--- src/rtl/pwconv_pe_mlane.sv ---
// pwconv_pe_mlane: multi-lane pointwise-convolution processing element.
// Each beat multiplies LANES signed pixel/weight pairs. The products are
// summed, and the sums are accumulated over one reduction group. Bias is
// loaded on the first beat of a group. The accumulator saturates with a
// sticky flag. Optional ReLU is applied when the result is emitted.
//
// Ports:
//   clk, rst        rising-edge clock, synchronous active-high reset
//   flush           synchronous clear of pipeline and accumulator
//   in_valid        beat valid
//   in_last         beat is last of its group
//   pixel_i         packed signed pixels, lane k = [k*DATA_W +: DATA_W]
//   weight_i        packed signed weights, same lane order
//   bias_i          signed bias, used on the first beat of a group
//   relu_en         sampled with the last beat; clamps a negative result to 0
//   result_o        signed group result (holds until the next out_valid)
//   out_valid       one-cycle pulse marking a new result_o/sat_o
//   sat_o           some accumulate step of the group saturated
//   busy_o          group open or beats in flight
module pwconv_pe_mlane #(
    parameter  int DATA_W   = 8,
    parameter  int FILTER_W = 8,
    parameter  int BIAS_W   = 16,
    parameter  int LANES    = 4,
    parameter  int GUARD_W  = 6,
    localparam int ACC_W    = DATA_W + FILTER_W + $clog2(LANES) + GUARD_W
) (
    input  logic                         clk,
    input  logic                         rst,
    input  logic                         flush,
    input  logic                         in_valid,
    input  logic                         in_last,
    input  logic [LANES*DATA_W-1:0]      pixel_i,
    input  logic [LANES*FILTER_W-1:0]    weight_i,
    input  logic [BIAS_W-1:0]            bias_i,
    input  logic                         relu_en,
    output logic [ACC_W-1:0]             result_o,
    output logic                         out_valid,
    output logic                         sat_o,
    output logic                         busy_o
);

    localparam int PROD_W = DATA_W + FILTER_W;

    localparam logic ST_IDLE = 1'b0;
    localparam logic ST_OPEN = 1'b1;

    localparam logic signed [ACC_W-1:0] ACC_MAX = {1'b0, {(ACC_W-1){1'b1}}};
    localparam logic signed [ACC_W-1:0] ACC_MIN = {1'b1, {(ACC_W-1){1'b0}}};

    logic                       state_q, state_d;

    logic                       s1_valid_q, s1_valid_d;
    logic                       s1_last_q, s1_last_d;
    logic                       s1_first_q, s1_first_d;
    logic                       s1_relu_q, s1_relu_d;
    logic signed [BIAS_W-1:0]   s1_bias_q, s1_bias_d;
    logic signed [PROD_W-1:0]   s1_prod_q [LANES];
    logic signed [PROD_W-1:0]   s1_prod_d [LANES];

    logic                       s2_valid_q, s2_valid_d;
    logic                       s2_last_q, s2_last_d;
    logic                       s2_first_q, s2_first_d;
    logic                       s2_relu_q, s2_relu_d;
    logic signed [BIAS_W-1:0]   s2_bias_q, s2_bias_d;
    logic signed [ACC_W-1:0]    s2_sum_q, s2_sum_d;

    logic                       s3_valid_q, s3_valid_d;
    logic                       s3_last_q, s3_last_d;
    logic                       s3_relu_q, s3_relu_d;
    logic signed [ACC_W-1:0]    acc_q, acc_d;
    logic                       sat_q, sat_d;

    logic                       out_valid_q, out_valid_d;
    logic [ACC_W-1:0]           result_q, result_d;
    logic                       osat_q, osat_d;

    logic                       accept;
    logic signed [ACC_W-1:0]    base_c;
    logic signed [ACC_W:0]      wide_c;
    logic                       ovf_c;

    assign accept = in_valid & ~flush;

    always_comb begin
        state_d     = state_q;
        s1_valid_d  = accept;
        s1_last_d   = s1_last_q;
        s1_first_d  = s1_first_q;
        s1_relu_d   = s1_relu_q;
        s1_bias_d   = s1_bias_q;
        s1_prod_d   = s1_prod_q;
        s2_valid_d  = s1_valid_q;
        s2_last_d   = s1_last_q;
        s2_first_d  = s1_first_q;
        s2_relu_d   = s1_relu_q;
        s2_bias_d   = s1_bias_q;
        s2_sum_d    = s2_sum_q;
        s3_valid_d  = s2_valid_q;
        s3_last_d   = s2_last_q;
        s3_relu_d   = s2_relu_q;
        acc_d       = acc_q;
        sat_d       = sat_q;
        out_valid_d = s3_valid_q & s3_last_q;
        result_d    = result_q;
        osat_d      = osat_q;
        base_c      = '0;
        wide_c      = '0;
        ovf_c       = 1'b0;

        // S1: per-lane products; a beat accepted while IDLE opens a group.
        if (accept) begin
            s1_last_d  = in_last;
            s1_first_d = (state_q == ST_IDLE);
            s1_relu_d  = relu_en;
            s1_bias_d  = bias_i;
            for (int unsigned k = 0; k < LANES; k++) begin
                s1_prod_d[k] = $signed(pixel_i[k*DATA_W +: DATA_W]) *
                               $signed(weight_i[k*FILTER_W +: FILTER_W]);
            end
            state_d = in_last ? ST_IDLE : ST_OPEN;
        end

        // S2: exact sum of products, sign-extended to the accumulator width.
        if (s1_valid_q) begin
            s2_sum_d = '0;
            for (int unsigned k = 0; k < LANES; k++) begin
                s2_sum_d = s2_sum_d + ACC_W'(s1_prod_q[k]);
            end
        end

        // S3: the first beat loads bias+sum, so back-to-back groups never mix.
        if (s2_valid_q) begin
            base_c = s2_first_q ? ACC_W'(s2_bias_q) : acc_q;
            wide_c = {base_c[ACC_W-1], base_c} + {s2_sum_q[ACC_W-1], s2_sum_q};
            ovf_c  = wide_c[ACC_W] ^ wide_c[ACC_W-1];
            acc_d  = ovf_c ? (wide_c[ACC_W] ? ACC_MIN : ACC_MAX) : wide_c[ACC_W-1:0];
            sat_d  = (s2_first_q ? 1'b0 : sat_q) | ovf_c;
        end

        // The output register samples acc_q before the next group's first beat
        // overwrites it on the same edge.
        if (s3_valid_q && s3_last_q) begin
            result_d = (s3_relu_q && acc_q[ACC_W-1]) ? '0 : acc_q;
            osat_d   = sat_q;
        end

        if (flush) begin
            state_d     = ST_IDLE;
            s2_valid_d  = 1'b0;
            s3_valid_d  = 1'b0;
            acc_d       = '0;
            sat_d       = 1'b0;
            out_valid_d = 1'b0;
            result_d    = result_q;
            osat_d      = osat_q;
        end
    end

    always_ff @(posedge clk) begin
        if (rst) begin
            state_q     <= ST_IDLE;
            s1_valid_q  <= 1'b0;
            s1_last_q   <= 1'b0;
            s1_first_q  <= 1'b0;
            s1_relu_q   <= 1'b0;
            s1_bias_q   <= '0;
            s1_prod_q   <= '{default: '0};
            s2_valid_q  <= 1'b0;
            s2_last_q   <= 1'b0;
            s2_first_q  <= 1'b0;
            s2_relu_q   <= 1'b0;
            s2_bias_q   <= '0;
            s2_sum_q    <= '0;
            s3_valid_q  <= 1'b0;
            s3_last_q   <= 1'b0;
            s3_relu_q   <= 1'b0;
            acc_q       <= '0;
            sat_q       <= 1'b0;
            out_valid_q <= 1'b0;
            result_q    <= '0;
            osat_q      <= 1'b0;
        end else begin
            state_q     <= state_d;
            s1_valid_q  <= s1_valid_d;
            s1_last_q   <= s1_last_d;
            s1_first_q  <= s1_first_d;
            s1_relu_q   <= s1_relu_d;
            s1_bias_q   <= s1_bias_d;
            s1_prod_q   <= s1_prod_d;
            s2_valid_q  <= s2_valid_d;
            s2_last_q   <= s2_last_d;
            s2_first_q  <= s2_first_d;
            s2_relu_q   <= s2_relu_d;
            s2_bias_q   <= s2_bias_d;
            s2_sum_q    <= s2_sum_d;
            s3_valid_q  <= s3_valid_d;
            s3_last_q   <= s3_last_d;
            s3_relu_q   <= s3_relu_d;
            acc_q       <= acc_d;
            sat_q       <= sat_d;
            out_valid_q <= out_valid_d;
            result_q    <= result_d;
            osat_q      <= osat_d;
        end
    end

    assign result_o  = result_q;
    assign out_valid = out_valid_q;
    assign sat_o     = osat_q;
    assign busy_o    = (state_q == ST_OPEN) | s1_valid_q | s2_valid_q |
                       s3_valid_q | out_valid_q;

endmodule

--- config.mk ---
export PLATFORM = sky130hd
export DESIGN_NAME = pwconv_pe_mlane
export DESIGN_NICKNAME = d
export VERILOG_FILES = /design/src/rtl/pwconv_pe_mlane.sv
export SDC_FILE = /design/constraint.sdc
export NUM_CORES = 1
export LEC_CHECK = 0
export CAP_MARGIN = 20
export CORE_AREA = 4 4 209 211
export DETAILED_ROUTE_END_ITERATION = 8
export DIE_AREA = 0 0 213 215
export PLACE_DENSITY = 0.65
export SLEW_MARGIN = 10
export SYNTH_ARGS = -nofsm -noshare
export SYNTH_HDL_FRONTEND = slang
export SYNTH_SLANG_ARGS = --single-unit
--- constraint.sdc ---
create_clock -name clk -period 3.9 [get_ports clk]
set_input_delay 0.39 -clock clk [delete_from_list [all_inputs] [get_ports clk]]
set_output_delay 0.39 -clock clk [all_outputs]
set_load 0.01 [all_outputs]
After elaboration in Yosys (flattened, before gate mapping)
Index checks and enable logic that the tools add are counted.
{ "totals": {"word_cells": 52, "input_bits": 86, "ff_bits": 178, "output_inout_bits": 27} }
{ "classes": {"n_addsub": 4, "mux": 6, "n_mul": 4, "reduce_logical": 4, "bitwise": 10} }
{ "ops": {"columns": ["cell", "count"], "rows": [
  ["24-bit 2-to-1 mux", 4],
  ["8-bit by 8-bit multiplier with 16-bit output", 4],
  ["24-bit by 19-bit adder with 25-bit output", 1],
  ["18-bit by 16-bit adder with 19-bit output", 1],
  ["17-bit by 16-bit adder with 18-bit output", 1],
  ["16-bit by 16-bit adder with 17-bit output", 1],
  ["1-bit bitwise OR", 5],
  ["1-bit AND", 2],
  ["1-bit logical AND", 2],
  ["1-bit 2-to-1 mux", 2],
  ["1-bit NOT", 2],
  ["2-bit AND reduction", 1],
  ["2-bit OR reduction", 1],
  ["1-bit bitwise XOR", 1]
]} }

Logic depth before layout (Yosys ltp)
{ "depth": {"ltp_word": 4, "ltp_mapped": 19, "depth_no_buf": 19} }

Worst setup path before layout
Ideal clock, no wire load.
{ "synth_path": {"path_type": "input port to flip-flop", "start": "input port pixel_i[13]", "end": "register s1_prod_q[46] in the netlist's numbering", "t_required_ns": 3.783, "t_arrival_ns": 4.133, "setup_slack_ns": -0.350, "setup_time_ns": 0.117, "n_path_buf": 0, "path_stages": 18, "path_cell_list": "and2_1 fa_1 inv_1 fa_1 inv_1 fa_1 inv_1 fa_1 inv_1 ha_1 o21ai_0 a21boi_0 o21ai_0 a21boi_0 o21ai_0 a21oi_1 mux2i_1 nand2_1"} }
{ "synth_between": {"elab_chain_len": 1} }
{ "synth_lines": {"columns": ["item", "line", "source"], "rows": [
  ["start, declared", "33", "input logic [LANES*DATA_W-1:0] pixel_i,"],
  ["8-bit by 8-bit multiplier with 16-bit output", "118", "s1_prod_d[k] = $signed(pixel_i[k*DATA_W +: DATA_W]) *"],
  ["end signal, assigned", "190", "s1_prod_q <= s1_prod_d;"],
  ["end, declared", "58", "logic signed [PROD_W-1:0] s1_prod_q [LANES];"]
]} }
No other way between the ends.
A chain may end at the register's enable or synchronous reset.

Worst setup path after layout
{ "layout_path": {"start": "input port pixel_i[28]", "end": "register s1_prod_q[15] in the netlist's numbering"} }
The elaborated chain is that of the path after synthesis.

==> flow_summary.json <==
{
  "die-area_mm2": 0.0458,
  "drt_wl_total_um": 43000,
  "crit_path_end_kind": "flip-flop",
  "cp-start-kind": "input pin",
  "diodes": 0,
  "die_h_um": 215,
  "numCtsBuffers": 17,
  "layout_commonest_cell": "inv_1",
  "drc": 0,
  "period_share_pct": 101,
  "ys_async_sr_fraction_pct": 0,
  "place.gp.congestion": 0.862,
  "io_pins": 113,
  "antenna_found_initial": 0,
  "drv_slew": 0,
  "power_density_mw_per_mm2": 574,
  "overflow": 0,
  "cts_tree": "yes",
  "synth_edf_count": 0,
  "antenna_left": 0,
  "hold_path_class": "in -> reg",
  "relSlewSlack_pct": 30.6,
  "cp_max_fo": 7,
  "path_class": "in -> reg",
  "power_uw": 13400,
  "mostFrequentLayoutCells": "inv_1 (313), fa_1 (237), buf_4 (217)",
  "synth_fp_nets": 2571,
  "r2r_setup_slack_ps": 370,
  "violations": "negative setup slack",
  "coreArea_mm2": 0.0418,
  "maxCapViolations": 0,
  "rsz0062_at_grt": "yes",
  "fin_util_pct": 55.8,
  "syn_area_mm2": 0.0186,
  "die_x_um": 213,
  "cts_root_buffer": "clkbuf_16",
  "status": "finished, violations left",
  "yosysTopAreaCell": "fa_1",
  "wl_per_cell_um": 14.8,
  "setup_viol": 1,
  "cp.required_ps": 4210,
  "syn_area_per_cell_um2": 8.99,
  "fin_crit_ps": 3930,
  "cts.sinks": 178,
  "crit_start": "pixel_i[28]",
  "clkTransAtPathRegs_ps": 70,
  "worstReg2RegStart": "s1_prod_q[0]",
  "fmax_mhz": 254,
  "grt_max_degree": 93,
  "final.setup.worst_slack_ps": -32.0,
  "vias_per_cell": 5.00,
  "cts_hold_repair.buffers": 0,
  "drtIter0Drc": 552,
  "ff2ff_path_depth": 14,
  "top_usage_layer": "met2",
  "skew_ps": 8.22,
  "p_leak_uw": 0.0109,
  "yosysSeqAreaShare_pct": 19.1,
  "io_buffers": 112,
  "nFillCells": 3701,
  "fin_hold_ws_ps": 356,
  "crit_chain": "buf_8 > and2_4 > fa_1 > inv_2 > fa_1 > inv_1 > fa_1 > inv_2 > fa_1 > inv_2 > ha_4 > nand2b_4 > a21oi_4 > o211ai_1 > nand3_1 > o41a_1 > xnor2_2 > a21oi_1",
  "nets": 2860,
  "grt_pass1_wl_um": 73500,
  "clock_latency_ps": 440,
  "ys_seq_elements": 178,
  "synth_ff_type": "dfxtp_1",
  "ys_warn_count": 0,
  "gr-usage-met3_pct": 1.56,
  "areaGrowthSynthToFinish_pct": 25.0,
  "yosys.area.top_type_share_pct": 27.3,
  "cts_buffer_depth": 2,
  "ys_types": 68,
  "syn_inst": 2073,
  "cp.arrival_ps": 4240,
  "grt_use_met2_pct": 34.5,
  "h-tree-depth": 4,
  "rows": 75,
  "initial_core_util_pct": 44.6,
  "hold_violations": 0,
  "cpMostUsedCell": "fa_1",
  "drive_above_1_share_pct": 23.3,
  "grt_pass1_vias": 15500,
  "via_count": 14600,
  "critPathMaxStageDelay_ps": 560,
  "hpwl_um": 34600,
  "drtPass1Iterations": 5,
  "grt_use_met1_pct": 25.0,
  "worst_pin_slew_ps": 1040,
  "slowest_stage": "fa_1",
  "reg2reg_to": "s2_sum_q[15]",
  "synth_area_leaders": "fa_1 (27%), dfxtp_1 (19%), ha_1 (11%), inv_1 (7.1%), and2_1 (5.6%)",
  "worstHoldStart": "pixel_i[0]",
  "grtUsageTotal_pct": 19.0,
  "ir_worst_vdd_uv": 367,
  "cp-endpoint": "s1_prod_q[15]"
}
-- cells by family after synthesis --
| kind of cell | Yosys count | share of synthesized area [%] |
|---|---|---|
| XOR/XNOR | 86 | 4.04 |
| multiplexers | 38 | 2.15 |
| AND/OR/NAND/NOR | 622 | 17.0 |
| AO/OA/AOI/OAI | 328 | 11.5 |
| adder cells (fa/ha/maj) | 412 | 37.9 |
| flip-flops | 178 | 19.1 |
| buffers and inverters | 409 | 8.31 |
-- repair_timing --
item / in CTS / in global routing
endpoints found under the hold margin: 0 / 0
pin swaps: 95 / 118
cloned: 0 / 0
buffers inserted: 34 / 8
endpoints found under the setup margin: 31 / 25
resized for setup: 400 / 169
-- worst max-delay path, delay by kind of cell --
family | cells | cell delay [ps]
fa+ha+maj | 5 | 2320
xor+xnor | 1 | 140
compound gates | 4 | 730
simple gates | 3 | 350
buf+inv | 5 | 300
-- layout make-up --
class                           instances  area [µm²]  share of cell area [%]
Clock inverter                         15         173                   0.741
Multi-Input combinational cell       1486       14400                    62.0
Clock buffer                           17         425                    1.83
Sequential cell                       178        3560                    15.3
Inverter                              354        1340                    5.76
Timing Repair Buffer                  325        2690                    11.5
Tap cell                              539         674                    2.89
-- report_power, final --
| part | switching [µW] | total [µW] | internal [µW] |
|---|---|---|---|
| Combinational | 4580 | 9390 | 4810 |
| Clock | 850 | 1720 | 871 |
| Sequential | 210 | 2270 | 2060 |
-- stage by stage --
step                worst slack [ps]  instance area [µm²]  TNS [ps]  instances
floorplan                       -135                18900      -719       2073
global placement               -1040                21800    -26670       2846
detailed placement             -1080                21800    -27870       2846
CTS                            -83.4                22800      -312       2911
global route                    -190                23300     -1310       2914
finish                         -32.0                23300     -32.0       2914
-- synthesized netlist by cell type (all sizes together) (3+ instances only) --
master,instances
nand3b,3
xor2,19
and2,167
nand2b,21
o211ai,10
nor4,3
xnor2,67
o31ai,5
fa,254
buf,15
nand2,190
o21ai,62
dfxtp,178
mux2,17
a21oi,123
or2,10
o21bai,9
o31a,3
and3,9
nor2b,46
mux2i,21
o22a,17
inv,353
o41a,4
a31oi,10
nor4b,8
o221a,10
ha,158
a21o,23
a21boi,8
o21a,10
a221o,10
a311oi,3
nand3,52
nor2,88
nor3,19
a211oi,9
clkbuf,40
-- worst min path at each step --
stage                     to  slack (ps)  depth (start not counted)
2_1_floorplan      s3_last_q         410                          1
3_3_place_gp       s3_last_q         440                          1
3_5_place_dp       s3_relu_q         430                          1
4_1_cts        s1_prod_q[16]         380                          4
5_1_grt        s1_prod_q[48]         390                          4
6_report       s1_prod_q[48]         360                          4
-- sequential cells by signal (all words and copies together) (netlist names), 16 cells and up --
| signal | flops |
|---|---|
| s1_bias_q | 16 |
| s2_bias_q | 16 |
| s1_prod_q | 64 |
| result_o | 24 |
| acc_q | 24 |
| s2_sum_q | 19 |
-- routing by layer --
metal / up-vias / wire length, µm
li1: 7229 / -
met1: 7123 / 19100
met2: 185 / 22400
met3: 45 / 1000
met4: 0 / 531
met5: - / 0
Note: power is estimated with default switching activity, not from simulation.
